File: config.mk
export PLATFORM = sky130hd
export DESIGN_NAME = minirisc_exec_p
export DESIGN_NICKNAME = d
export VERILOG_FILES = /design/src/rtl/minirisc_pkg.sv /design/src/rtl/minirisc_mul_seq.sv /design/src/rtl/minirisc_exec_p.sv
export SDC_FILE = /design/constraint.sdc
export NUM_CORES = 1
export LEC_CHECK = 0
export BUFFER_PORTS_ARGS = -buffer_cell sky130_fd_sc_hd__buf_4
export CORE_ASPECT_RATIO = 1.75
export CORE_MARGIN = 2
export CORE_UTILIZATION = 64
export CTS_BUF_LIST = sky130_fd_sc_hd__clkbuf_4
export DETAILED_ROUTE_END_ITERATION = 8
export GPL_ROUTABILITY_DRIVEN = 0
export PLACE_DENSITY_LB_ADDON = 0.1
export SETUP_SLACK_MARGIN = 0.4
export SLEW_MARGIN = 30
export SYNTH_ARGS = -nofsm -noshare
export SYNTH_HDL_FRONTEND = slang
export SYNTH_SLANG_ARGS = --single-unit
File: constraint.sdc
create_clock -name clk -period 4 [get_ports clk]
set_input_delay 0.8 -clock clk [delete_from_list [all_inputs] [get_ports clk]]
set_output_delay 0.8 -clock clk [all_outputs]
set_load 0.01 [all_outputs]
File: src/rtl/minirisc_pkg.sv
// Shared types and legal parameter ranges for the minirisc execution block.
package minirisc_pkg;

  typedef enum logic [3:0] {
    OpNop = 4'd0,
    OpLi  = 4'd1,
    OpAdd = 4'd2,
    OpSub = 4'd3,
    OpAnd = 4'd4,
    OpOr  = 4'd5,
    OpXor = 4'd6,
    OpShl = 4'd7,
    OpMul = 4'd8,
    OpOut = 4'd9
  } op_e;

  typedef enum logic {
    StIdle    = 1'b0,
    StMulBusy = 1'b1
  } state_e;

  localparam int unsigned DataWMin = 4;
  localparam int unsigned DataWMax = 32;
  localparam int unsigned NregsMin = 2;
  localparam int unsigned NregsMax = 16;

endpackage

File: src/rtl/minirisc_mul_seq.sv
// Shift-add multiplier: operands latched on start, result valid with done
// on the DATA_W-th cycle after start (product is the low DATA_W bits).
module minirisc_mul_seq #(
  parameter int unsigned DATA_W = 8
) (
  input  logic              clk,
  input  logic              rst,
  input  logic              start,
  input  logic [DATA_W-1:0] op_a,
  input  logic [DATA_W-1:0] op_b,
  output logic              done,
  output logic [DATA_W-1:0] product
);

  localparam int unsigned CntW = $clog2(DATA_W);

  logic              running_q;
  logic [DATA_W-1:0] a_q, b_q, acc_q;
  logic [CntW-1:0]   cnt_q;
  logic [DATA_W-1:0] acc_next;

  // One partial-product step; the final step's sum is presented as product.
  always_comb begin
    acc_next = b_q[0] ? (acc_q + a_q) : acc_q;
    done     = running_q && (cnt_q == CntW'(DATA_W - 1));
    product  = acc_next;
  end

  // Operand shift registers, accumulator and step counter.
  always_ff @(posedge clk or posedge rst) begin
    if (rst) begin
      running_q <= 1'b0;
      a_q       <= '0;
      b_q       <= '0;
      acc_q     <= '0;
      cnt_q     <= '0;
    end else if (start) begin
      running_q <= 1'b1;
      a_q       <= op_a;
      b_q       <= op_b;
      acc_q     <= '0;
      cnt_q     <= '0;
    end else if (running_q) begin
      acc_q <= acc_next;
      a_q   <= a_q << 1;
      b_q   <= b_q >> 1;
      cnt_q <= cnt_q + 1'b1;
      if (done) running_q <= 1'b0;
    end
  end

endmodule

File: src/rtl/minirisc_exec_p.sv
// Minirisc execution unit: register file, single-cycle ALU ops, output port
// and a multi-cycle multiply that stalls the instruction handshake.
module minirisc_exec_p
  import minirisc_pkg::*;
#(
  parameter int unsigned DATA_W = 8,
  parameter int unsigned NREGS  = 4,
  localparam int unsigned RIDX_W = $clog2(NREGS)
) (
  input  logic              clk,
  input  logic              rst,
  input  logic              in_valid,
  output logic              in_ready,
  input  logic [3:0]        in_op,
  input  logic [RIDX_W-1:0] in_rd,
  input  logic [RIDX_W-1:0] in_rs,
  input  logic [DATA_W-1:0] in_imm,
  output logic [DATA_W-1:0] out_data,
  output logic              out_valid,
  output logic              flag_z,
  output logic              flag_c,
  output logic              busy,
  output logic              err
);

  if (DATA_W < DataWMin || DATA_W > DataWMax || NREGS < NregsMin || NREGS > NregsMax ||
      (NREGS & (NREGS - 1)) != 0) begin : g_bad_param
    $error("minirisc_exec_p: DATA_W or NREGS outside legal range");
  end

  state_e            state_q, state_d;
  logic [DATA_W-1:0] regs_q [NREGS];
  logic [DATA_W-1:0] out_data_q, out_data_d;
  logic              out_valid_q, out_valid_d;
  logic              z_q, z_d, c_q, c_d, err_q, err_d;
  logic [RIDX_W-1:0] mul_rd_q;

  logic              wr_en;
  logic [RIDX_W-1:0] wr_idx;
  logic [DATA_W-1:0] wr_data;
  logic [DATA_W-1:0] rd_val, rs_val;
  logic [DATA_W:0]   sum, diff;
  logic              accept, mul_start, mul_done;
  logic [DATA_W-1:0] mul_product;

  minirisc_mul_seq #(
    .DATA_W (DATA_W)
  ) u_mul (
    .clk     (clk),
    .rst     (rst),
    .start   (mul_start),
    .op_a    (rd_val),
    .op_b    (rs_val),
    .done    (mul_done),
    .product (mul_product)
  );

  // Decode, ALU, flag updates and FSM next state.
  always_comb begin
    in_ready    = (state_q == StIdle);
    busy        = (state_q == StMulBusy);
    accept      = in_valid && in_ready;
    rd_val      = regs_q[in_rd];
    rs_val      = regs_q[in_rs];
    sum         = {1'b0, rd_val} + {1'b0, rs_val};
    diff        = {1'b0, rd_val} - {1'b0, rs_val};
    state_d     = state_q;
    wr_en       = 1'b0;
    wr_idx      = in_rd;
    wr_data     = '0;
    z_d         = z_q;
    c_d         = c_q;
    err_d       = err_q;
    out_data_d  = out_data_q;
    out_valid_d = 1'b0;
    mul_start   = 1'b0;

    if (state_q == StMulBusy) begin
      if (mul_done) begin
        wr_en   = 1'b1;
        wr_idx  = mul_rd_q;
        wr_data = mul_product;
        z_d     = (mul_product == '0);
        state_d = StIdle;
      end
    end else if (accept) begin
      case (op_e'(in_op))
        OpNop: ;
        OpLi:  begin wr_en = 1'b1; wr_data = in_imm; end
        OpAdd: begin wr_en = 1'b1; wr_data = sum[DATA_W-1:0];  c_d = sum[DATA_W];  end
        OpSub: begin wr_en = 1'b1; wr_data = diff[DATA_W-1:0]; c_d = diff[DATA_W]; end
        OpAnd: begin wr_en = 1'b1; wr_data = rd_val & rs_val; end
        OpOr:  begin wr_en = 1'b1; wr_data = rd_val | rs_val; end
        OpXor: begin wr_en = 1'b1; wr_data = rd_val ^ rs_val; end
        OpShl: begin wr_en = 1'b1; wr_data = rd_val << 1; c_d = rd_val[DATA_W-1]; end
        OpMul: begin mul_start = 1'b1; state_d = StMulBusy; end
        OpOut: begin out_data_d = rd_val; out_valid_d = 1'b1; end
        default: err_d = 1'b1;
      endcase
      // Zero flag follows every register-writing op except LI.
      if (wr_en && op_e'(in_op) != OpLi) z_d = (wr_data == '0);
    end
  end

  // Architectural state; reset aborts any multiply in flight.
  always_ff @(posedge clk or posedge rst) begin
    if (rst) begin
      state_q     <= StIdle;
      for (int i = 0; i < NREGS; i++) regs_q[i] <= '0;
      out_data_q  <= '0;
      out_valid_q <= 1'b0;
      z_q         <= 1'b0;
      c_q         <= 1'b0;
      err_q       <= 1'b0;
      mul_rd_q    <= '0;
    end else begin
      state_q     <= state_d;
      if (wr_en) regs_q[wr_idx] <= wr_data;
      out_data_q  <= out_data_d;
      out_valid_q <= out_valid_d;
      z_q         <= z_d;
      c_q         <= c_d;
      err_q       <= err_d;
      if (mul_start) mul_rd_q <= in_rd;
    end
  end

  assign out_data  = out_data_q;
  assign out_valid = out_valid_q;
  assign flag_z    = z_q;
  assign flag_c    = c_q;
  assign err       = err_q;

endmodule
==> results of run 1 <==
final timing paths:
path / startpoint / end / slack (ns) / depth (start not counted)
worst max-delay path: in_rd[0] / regs_q[7]$_DFFE_PP0P_ / 0.60 / 11
worst min-delay path: rst / regs_q[1]$_DFFE_PP0P_ / 0.47 / 2
worst max register to register: regs_q[0]$_DFFE_PP0P_ / regs_q[6]$_DFFE_PP0P_ / 0.78 / 10
worst min register to register: out_data[6]$_DFFE_PP0P_ / out_data[6]$_DFFE_PP0P_ / 0.50 / 2
max in group asynchronous: rst / regs_q[2]$_DFFE_PP0P_ / 2.82 / 3
min in group clk: out_data[6]$_DFFE_PP0P_ / out_data[6]$_DFFE_PP0P_ / 0.50 / 2
cells by family after synthesis:
| kind of cell | after synthesis | share of synthesized area, % |
|---|---|---|
| simple gates | 135 | 12.7 |
| compound gates | 122 | 15.3 |
| mux | 81 | 20.3 |
| flops | 75 | 35.8 |
| buf+inv | 66 | 5.13 |
| fa+ha+maj | 36 | 9.02 |
| xor+xnor | 10 | 1.67 |
critical path, delay by kind of cell:
| family | cells | cell delay [ns] |
|---|---|---|
| buf+inv | 2 | 0.32 |
| simple gates | 1 | 0.32 |
| mux | 2 | 0.92 |
| fa+ha+maj | 1 | 0.31 |
| compound gates | 5 | 1.06 |
cell usage after synthesis (5+ instances only):
master	n
nor2_1	30
inv_1	36
o21ai_0	37
nor3b_1	5
nand2b_1	5
o211ai_1	6
o22ai_1	6
mux2_2	34
dfrtp_1	75
clkbuf_1	17
nor3_1	9
nand3_1	13
buf_2	11
ha_1	33
nor2b_1	6
nand2_1	44
mux4_2	13
a21oi_1	22
xnor2_1	8
a211oi_1	11
mux2i_1	31
nand3b_1	5
area by class of cell:
class,instances,area [sq um],share of cell area [%]
Tap cell,90,113,1.98
Clock inverter,6,65.1,1.15
Multi-Input combinational cell,384,3110,54.7
Inverter,36,136,2.40
Clock buffer,10,75.1,1.32
Sequential cell,75,1880,33.0
Timing Repair Buffer,41,308,5.42
flip-flops by register name (all words and copies together) (netlist names):
signal	cells
u_mul.a_q	8
err	1
u_mul.acc_q	8
flag_z	1
busy	1
u_mul.cnt_q	3
u_mul.running_q	1
out_valid	1
u_mul.b_q	8
out_data	8
mul_rd_q	2
flag_c	1
regs_q	32
power breakdown:
group          leakage (nW)  internal, mW  switching [mW]
Combinational          1.49         0.703           0.854
Clock                0.0784         0.199           0.288
Sequential            0.985         0.980           0.196
Total                  2.55          1.88            1.34
metal layers:
layer / up-vias / part of all wire [%]
li1: 1959 / -
met1: 2110 / 37
met2: 181 / 51
met3: 60 / 4.9
met4: 0 / 7.4
met5: - / 0
through the flow:
step	power, mW	setup WS, ns	instances	instance area (sq um)
4_1_cts	3.21	0.640	642	5680
2_1_floorplan	2.28	0.406	525	5260
5_1_grt	3.44	0.428	642	5680
6_report	3.22	0.601	642	5680
3_3_place_gp	2.66	0.224	625	5530
3_5_place_dp	2.72	0.170	626	5540
==> run summary, run 1 <==
==============================================================================
Result of the run                                                    completed
Number of post-CTS setup repair buffers                                      0
Number of enable-type register cells in the synthesized netlist              0
IR drop worst, VDD                                                  0.000466 V
Met2 track demand over resource                                          53.6%
Vias per Instance                                                         6.71
DPL Wire Length                                                        10.2 mm
Worst Path Required                                                    4.34 ns
Clk_lat worst skew                                                     0.46 ns
Headroom to the max-slew limit                                           35.7%
First-iteration detailed-routing DRC count                                 296
Post-Syn Nets                                                              580
Max-slew violation count                                                     0
Power per cell area                                                567 mW/mm^2
Mean area per synthesized cell                                      9.98 sq um
Most common library cell in the layout ignoring fill and taps          dfrtp_1
CP Max Fanout                                                               13
Total overflow reported by the global router                                 0
Hold Vio Cnt, Final                                                          0
Cell breakdown of the critical path                               buf_4, mux4_2, inv_1, ha_1, nor3b_1, a211oi_1, o2bb2ai_1, a221o_1, a21oi_1, o22ai_1, mux2_2
DRT antenna net count                                                        0
Max-cap violation count                                                      0
Area of the core                                                  0.00796 sq mm
WP data arrival                                                        3.74 ns
Fraction of met1 tracks used by global routing                           34.5%
DRC violation count after routing                                            0
Synth-to-layout area growth                                              8.40%
Antenna diode count                                                          0
Count of input and output buffers                                           32
Main area contributors after synthesis                            dfrtp_1 36%, ha_1 7.9%, mux2_2 7.3%
Critical Path Slowest Stage Cell                                        mux4_2
Leakage power of the design                                            2.55 nW
Global-route wire length before repair                                 21.1 mm
Post-detailed-route wirelength per cell                                21.2 um
First-pass iteration count of the detailed router                            8
Setup TNS                                                                 0 ns
Launching element type of the critical path                          input pin
Max Freq                                                             0.294 GHz
Routed Wire Length                                                     13.6 mm
Setup repair after global routing missed its margin                      false
Root buffer cell                                                      clkbuf_4
Initial antenna violation count                                              0
Share of synthesized registers carrying an async set or reset             100%
Clock transition at path regs                                          0.12 ns
Final core occ                                                           71.4%
Count of endpoints failing setup in the final report                         0
Primary FF master, synth                                               dfrtp_1
Row count                                                                   43
Met3 routing resource usage after global routing                         5.66%
Die boundary height                                                     124 um
Leading cell types in the layout, fill and taps excluded          75 x dfrtp_1, 44 x nand2_1, 41 x buf_4
Count of clock tree sinks                                                   75
Maximum count of clock buffers along a single path                           2
Top Usage Layer GRT                                                       met2
Largest net degree at the start of global routing                           50
Final min period                                                       3.40 ns
Via count of the first global-routing pass                                4296
Initial Utilization                                                      65.8%
Setup CP Type                                                           in2reg
Flop and latch count out of synthesis                                       75
Synthesis warning total                                                      0
Worst Max-Slew Pin Slew                                               0.959 ns
Combined area of all synthesized cells                            0.00524 sq mm
Type of destination of the critical path                                  flop
Worst hold margin                                                     0.466 ns
Post-CTS resize count                                                        0
Tot GR Track Use                                                         31.6%
Path type of the worst min-delay path                                 in2async
Share of cells above drive strength 1                                    21.0%
Cell variety after synth                                                    60
Fraction of the yosys area taken by sequential cells                     35.8%
Clock tree from TritonCTS                                                  yes
Boundary pin count                                                          33
Final layout net count                                                     602
Setup Skew                                                           0.0304 ns
Share of the synthesized area in the top cell type                       35.8%
Die area                                                          0.00896 sq mm
Tcrit/Tclk final                                                         85.0%
Die X-Extent                                                           72.4 um
Area leader, netlist                                                   dfrtp_1
Synthesized instance count                                                 525
Inserted Clock Buffers                                                       9
Maximum level of the CTS H-tree                                              3
Stage delay of the slowest cell on the critical path                   0.62 ns
Hold bufs inserted after CTS                                                 0
Number of vias in the routed layout                                       4310
Number of filler cells placed in the layout                                631
==============================================================================
(Power assumes the default switching activity.)
==> run 2: changes to the inputs <==
--- a/config.mk
+++ b/config.mk
@@ -5,6 +5,7 @@
 export SDC_FILE = /design/constraint.sdc
 export NUM_CORES = 1
 export LEC_CHECK = 0
+export ABC_AREA = 1
 export BUFFER_PORTS_ARGS = -buffer_cell sky130_fd_sc_hd__buf_4
 export CORE_ASPECT_RATIO = 1.75
 export CORE_MARGIN = 2
==> constraint.sdc (replaced) <==
create_clock -name clk -period 3.3 [get_ports clk]
set_input_delay 0.66 -clock clk [delete_from_list [all_inputs] [get_ports clk]]
set_output_delay 0.66 -clock clk [all_outputs]
set_load 0.01 [all_outputs]
==> run summary, run 2 <==
===============================================================================
Gate family responsible for the most delay along the worst path    simple AND/OR/NAND/NOR gates
Number of enable-type register cells in the synthesized netlist               0
DPL Wire Length                                                         13.3 mm
Max-slew violation count                                                      0
Largest register by flop count                                           regs_q
Fraction of met1 tracks used by global routing                            44.1%
Largest register FFs                                                         32
Post-Syn Nets                                                               828
Max Freq                                                              0.362 GHz
Inserted Clock Buffers                                                        9
Tcrit/Tclk final                                                          83.6%
Stage delay of the slowest cell on the critical path                    0.41 ns
Main area contributors after synthesis                             dfrtp_1 35%, nand2_1 19%, ha_1 7.7%
Setup Skew                                                            0.0163 ns
Fraction of power consumed by combinational cells                         47.0%
Post-detailed-route wirelength per cell                                 18.1 um
Total overflow reported by the global router                                  0
Cell-internal power                                                     1.92 mW
PnR Total Power                                                         3.46 mW
Sequential Power Share                                                    38.6%
Worst path depth                                                             18
Met3 routing resource usage after global routing                          9.47%
Fraction of the yosys area taken by sequential cells                      35.1%
Setup repair after global routing missed its margin                        true
Maximum level of the CTS H-tree                                               3
Cell breakdown of the critical path                                buf_4, buf_4, nor2_1, inv_1, a32oi_1, inv_1, ha_2, nor2_1, buf_4, nand3b_1, nand3_1, nand2_1, nand3_1, nand3_1, nand2_1, o21ai_1, nand2_1, nand2_1
Top-count cell post-synth                                               nand2_1
Boundary pin count                                                           33
Part of the power in the clock network                                    14.4%
Number of vias in the routed layout                                        5705
Worst Max-Slew Pin Slew                                                0.750 ns
Count of input and output buffers                                            32
Cell type with the highest occurrence count on the critical path        nand2_1
Headroom to the max-slew limit                                            49.9%
Top Usage Layer GRT                                                        met2
Die area                                                           0.00913 sq mm
Clock transition at path regs                                           0.12 ns
List of most frequent post-synthesis cells                         267 x nand2_1, 100 x inv_1, 75 x dfrtp_1, 62 x nand3_1, 44 x nor2_1
Maximum count of clock buffers along a single path                            2
Vias per Instance                                                          6.02
Beginning of the worst register-to-register path                   regs_q[27]$_DFFE_PP0P_
Power per cell area                                                 561 mW/mm^2
Area of the core                                                   0.00820 sq mm
Largest net degree at the start of global routing                            42
Synthesis warning total                                                       0
Cell variety after synth                                                     42
IR drop worst, VDD                                                   0.000319 V
Die X-Extent                                                            73.1 um
Leading cell types in the layout, fill and taps excluded           267 x nand2_1, 98 x inv_1, 81 x buf_4
WP data arrival                                                         3.18 ns
Number of cells on the worst reg-to-reg path                                 17
Launching element type of the critical path                           input pin
Area leader, netlist                                                    dfrtp_1
Critical Path Slowest Stage Cell                                           ha_2
Share of synthesized registers carrying an async set or reset              100%
Hold bufs inserted after CTS                                                  0
Max-cap violation count                                                       0
Setup CP Type                                                            in2reg
Worst hold margin                                                      0.304 ns
Initial antenna violation count                                               2
Hold Vio Cnt, Final                                                           0
Primary FF master, synth                                                dfrtp_1
Flop and latch count out of synthesis                                        75
Share of cells above drive strength 1                                     14.7%
Worst Path Required                                                     3.72 ns
Global-route wire length before repair                                  28.0 mm
Final min period                                                        2.76 ns
Synthesized instance count                                                  773
Type of destination of the critical path                                   flop
CP Max Fanout                                                                16
Mean area per synthesized cell                                       6.92 sq um
First-pass iteration count of the detailed router                             7
Root buffer cell                                                       clkbuf_4
Path type of the worst min-delay path                                  in2async
Die boundary height                                                      125 um
Tot GR Track Use                                                          40.8%
Result of the run                                                     completed
Crit path launch                                                       in_rs[0]
Net switching fraction of the power                                       44.6%
Leakage power of the design                                             3.20 nW
Clock tree from TritonCTS                                                   yes
Setup TNS                                                                  0 ns
Clk_lat worst skew                                                      0.48 ns
Final layout net count                                                      902
DRT antenna net count                                                         0
Buffers & Inverters on Critical Path                                          5
Count of endpoints failing setup in the final report                          0
Combined area of all synthesized cells                             0.00535 sq mm
Sw Pwr                                                                  1.54 mW
Via count of the first global-routing pass                                 5652
Met2 track demand over resource                                           68.6%
Count of clock tree sinks                                                    75
Share of the synthesized area in the top cell type                        35.1%
Initial Utilization                                                       65.2%
Design Area, Final                                                 0.00617 sq mm
Synth-to-layout area growth                                               15.4%
First-iteration detailed-routing DRC count                                  614
Row count                                                                    44
Cell area after placement                                          0.00599 sq mm
Routed Wire Length                                                      17.1 mm
DRC violation count after routing                                             0
Most common library cell in the layout ignoring fill and taps           nand2_1
===============================================================================
## run 2: power by group through the flow
stage                     combinational (mW)  sequential, mW  clock (mW)
final                                   1.63            1.34       0.499
after detailed placement                1.57            1.35           0
after global routing                    1.81            1.36       0.534
after CTS                               1.58            1.33       0.503
after global placement                  1.51            1.34           0
after floorplan                         1.02            1.31           0
## run 2: cell type report
class	count	area, sq um
tap	92	115
multi-input combinational	567	2990
timing repair buffer	83	648
inverter	111	427
fill	665	2030
antenna	3	7.51
clock buffer	9	67.6
sequential	75	1880
clock inverter	7	45.0
## run 2: repair_timing
action | CTS | global route
setup endpoints to repair | 0 | 23
resized for setup | 0 | 9
buffers inserted | 0 | 5
## run 2: routing by layer
metal | share of wire [%] | vias to the layer above
li1 | - | 2663
met1 | 34 | 2613
met2 | 51 | 319
met3 | 7.2 | 110
met4 | 7.9 | 0
met5 | 0 | -
## run 2: cells by family after synthesis
| logic type | share of synthesized area (%) |
|---|---|
| and+or+nand+nor | 32.0 |
| AOI/OAI and AO/OA | 13.9 |
| adders and majority gates | 8.84 |
| DFF | 35.1 |
| xor gates and xnor gates | 0.655 |
| buffers and inverters | 9.50 |
## run 2: metrics by stage
| step | cells | utilization (%) | setup slack [ns] |
|---|---|---|---|
| 2_1_floorplan | 773 | - | 0.416 |
| 3_3_place_gp | 923 | 73.0 | 0.0896 |
| 3_5_place_dp | 923 | 73.0 | -0.0242 |
| 4_1_cts | 939 | 74.4 | 0.471 |
| 5_1_grt | 946 | 75.2 | 0.354 |
| 6_report | 947 | 75.2 | 0.541 |
## run 2: worst register-to-register path, cell delays in order (launching register included)
cell      delay [ns]
dfrtp_1         0.38
inv_1           0.09
nor2_1          0.11
inv_1           0.05
a32oi_1         0.23
inv_1           0.11
ha_2            0.41
nor2_1          0.07
buf_4           0.14
nand3b_1        0.13
nand3_1         0.11
nand2_1         0.09
nand3_1         0.08
nand3_1         0.10
nand2_1         0.07
o21ai_1         0.21
nand2_1         0.14
nand2_1         0.10
## run 2: path summary, 6_finish.rpt
check | end | slack [ns]
setup / recovery | regs_q[21]$_DFFE_PP0P_ | 0.54
hold / removal | regs_q[24]$_DFFE_PP0P_ | 0.30
max in group asynchronous | err$_DFFE_PP0P_ | 2.32
min in group clk | out_valid$_DFF_PP0_ | 0.41
hold reg to reg | err$_DFFE_PP0P_ | 0.48
setup reg to reg | regs_q[21]$_DFFE_PP0P_ | 0.63
==> run 3: changes to the inputs <==
--- a/config.mk
+++ b/config.mk
@@ -5,11 +5,11 @@
 export SDC_FILE = /design/constraint.sdc
 export NUM_CORES = 1
 export LEC_CHECK = 0
-export ABC_AREA = 1
+export ABC_AREA = 0
 export BUFFER_PORTS_ARGS = -buffer_cell sky130_fd_sc_hd__buf_4
 export CORE_ASPECT_RATIO = 1.75
 export CORE_MARGIN = 2
-export CORE_UTILIZATION = 64
+export CORE_UTILIZATION = 57
 export CTS_BUF_LIST = sky130_fd_sc_hd__clkbuf_4
 export DETAILED_ROUTE_END_ITERATION = 8
 export GPL_ROUTABILITY_DRIVEN = 0
==> constraint.sdc (replaced) <==
create_clock -name clk -period 2.3 [get_ports clk]
set_input_delay 0.46 -clock clk [delete_from_list [all_inputs] [get_ports clk]]
set_output_delay 0.46 -clock clk [all_outputs]
set_load 0.01 [all_outputs]
==> run summary, run 3 (synthesis results as in run 1) <==
============================================================================
Result of the run                                               finished with violations
Failing checks                                                  negative setup slack
Final layout net count                                                   754
DRC violation count after routing                                          0
PnR Total Power                                                      8.07 mW
Initial Utilization                                                    58.4%
Clock transition at path regs                                        0.14 ns
Routed Wire Length                                                   20.7 mm
Initial antenna violation count                                            1
Beginning of the worst register-to-register path                regs_q[24]$_DFFE_PP0P_
Die area                                                        0.0100 sq mm
Largest register FFs                                                      32
Final min period                                                     3.40 ns
Global-route wire length before repair                               28.0 mm
Post-detailed-route wirelength per cell                              25.1 um
Row count                                                                 46
Inserted Clock Buffers                                                     9
Final Worst Setup Slack                                             -1.10 ns
Synth-to-layout area growth                                            46.6%
Max Freq                                                           0.294 GHz
Most common library cell in the layout ignoring fill and taps          buf_4
Setup Skew                                                         0.0329 ns
Maximum level of the CTS H-tree                                            3
Leakage power of the design                                          3.48 nW
Via count of the first global-routing pass                              5370
Share of cells above drive strength 1                                  50.1%
Type of destination of the critical path                                flop
Worst Path Required                                                  2.70 ns
Max-cap violation count                                                    0
First-iteration detailed-routing DRC count                               698
Headroom to the max-slew limit                                         53.1%
WP data arrival                                                      3.80 ns
Root buffer cell                                                    clkbuf_4
Leading cell types in the layout, fill and taps excluded        171 x buf_4, 74 x dfrtp_1, 43 x nand2_1
Hold Vio Cnt, Final                                                        0
Die boundary height                                                   131 um
Largest register by flop count                                        regs_q
Crit path launch                                                regs_q[24]$_DFFE_PP0P_
Hold bufs inserted after CTS                                               0
Placement Setup Slack                                               -1.13 ns
Total overflow reported by the global router                               0
Clk_lat worst skew                                                   0.48 ns
Setup repair after global routing missed its margin                     true
Path type of the worst min-delay path                               in2async
Count of clock tree sinks                                                 75
Design Area, Final                                              0.00768 sq mm
Count of endpoints failing setup in the final report                      35
Boundary pin count                                                        33
Tcrit/Tclk final                                                        148%
Vias per Instance                                                       6.77
Worst Max-Slew Pin Slew                                             0.702 ns
Area of the core                                                0.00898 sq mm
IR drop worst, VDD                                                0.000765 V
Cell area after placement                                       0.00663 sq mm
Maximum count of clock buffers along a single path                         2
DPL Wire Length                                                      11.8 mm
Max-slew violation count                                                   0
Count of input and output buffers                                         32
First-pass iteration count of the detailed router                          7
Tot GR Track Use                                                       37.0%
CP Max Fanout                                                              4
Largest net degree at the start of global routing                         50
Power per cell area                                             1050 mW/mm^2
Die X-Extent                                                         76.5 um
Launching element type of the critical path                             flop
Clock tree from TritonCTS                                                yes
DRT antenna net count                                                      0
Setup CP Type                                                        reg2reg
Number of vias in the routed layout                                     5571
============================================================================
-- run 3: changes by cell type in the layout (fill, tap and decap cells not counted), sizes merged, moves of 8 or more --
cell / change
nand3: -49
nor2: -16
mux2: +34
buf: +110
nand4: -8
o21ai: -10
inv: -72
nand2: -224
a21oi: -8
mux2i: +31
a211oi: +11
mux4: +16
-- run 3: final cells by class --
cell class                 instances  area (sq um)
multi-input combinational        384          3810
sequential                        75          1880
timing repair buffer             193          1570
fill                             444          1300
inverter                          36           151
tap                              120           150
clock buffer                       9          67.6
clock inverter                     5          56.3
antenna                            1          2.50
-- run 3: power breakdown --
group / leakage [nW] / total (mW) / internal, mW / switching [mW]
Combinational: 2.42 / 5.12 / 2.61 / 2.52
Clock: 0.0676 / 0.844 / 0.317 / 0.527
Sequential: 0.984 / 2.11 / 1.71 / 0.403
Total: 3.48 / 8.07 / 4.63 / 3.45
-- run 3: per-stage QoR --
stage	hold slack, ns	TNS [ns]	utilization, %	instances
final	0.0970	-28.31	85.6	823
after CTS	0.123	-19.32	82.8	808
after global routing	0.128	-29.69	85.6	823
after detailed placement	0.476	-30.98	73.9	769
after floorplan	0.489	-18.73	-	525
after global placement	0.464	-28.93	73.9	769
-- run 3: worst paths after layout --
kind | to | slack (ns) | cells past startpoint
setup / recovery | regs_q[6]$_DFFE_PP0P_ | -1.10 | 11
hold / removal | regs_q[30]$_DFFE_PP0P_ | 0.1 | 2
setup reg to reg | regs_q[6]$_DFFE_PP0P_ | -1.10 | 11
hold reg to reg | out_data[3]$_DFFE_PP0P_ | 0.50 | 2
max in group asynchronous | u_mul.acc_q[3]$_DFFE_PP0P_ | 1.55 | 3
min in group clk | mul_rd_q[1]$_DFFE_PP0P_ | 0.40 | 4
-- run 3: timing repair --
item	4_1_cts	5_1_grt
gates cloned	0	0
pin swaps	34	36
setup buffers	25	14
endpoints found under the setup margin	38	48
resized for setup	97	29
-- run 3: critical path: stages (launching register included) --
cell and delay, ns:
dfrtp_1 0.43, mux4_2 0.55, ha_4 0.20, fa_2 0.37, or2_4 0.26, a211o_1 0.32, buf_4 0.16, or3_1 0.38
o211ai_1 0.19, a221oi_2 0.12, o22ai_2 0.17, mux2_4 0.19
-- run 3: per-layer routing --
metal	up-vias	global-route usage, %	routed length (um)
li1	2261	-	-
met1	2710	39.6	7070
met2	429	66.4	10000
met3	171	6.80	1510
met4	0	25.5	2040
met5	-	0	0
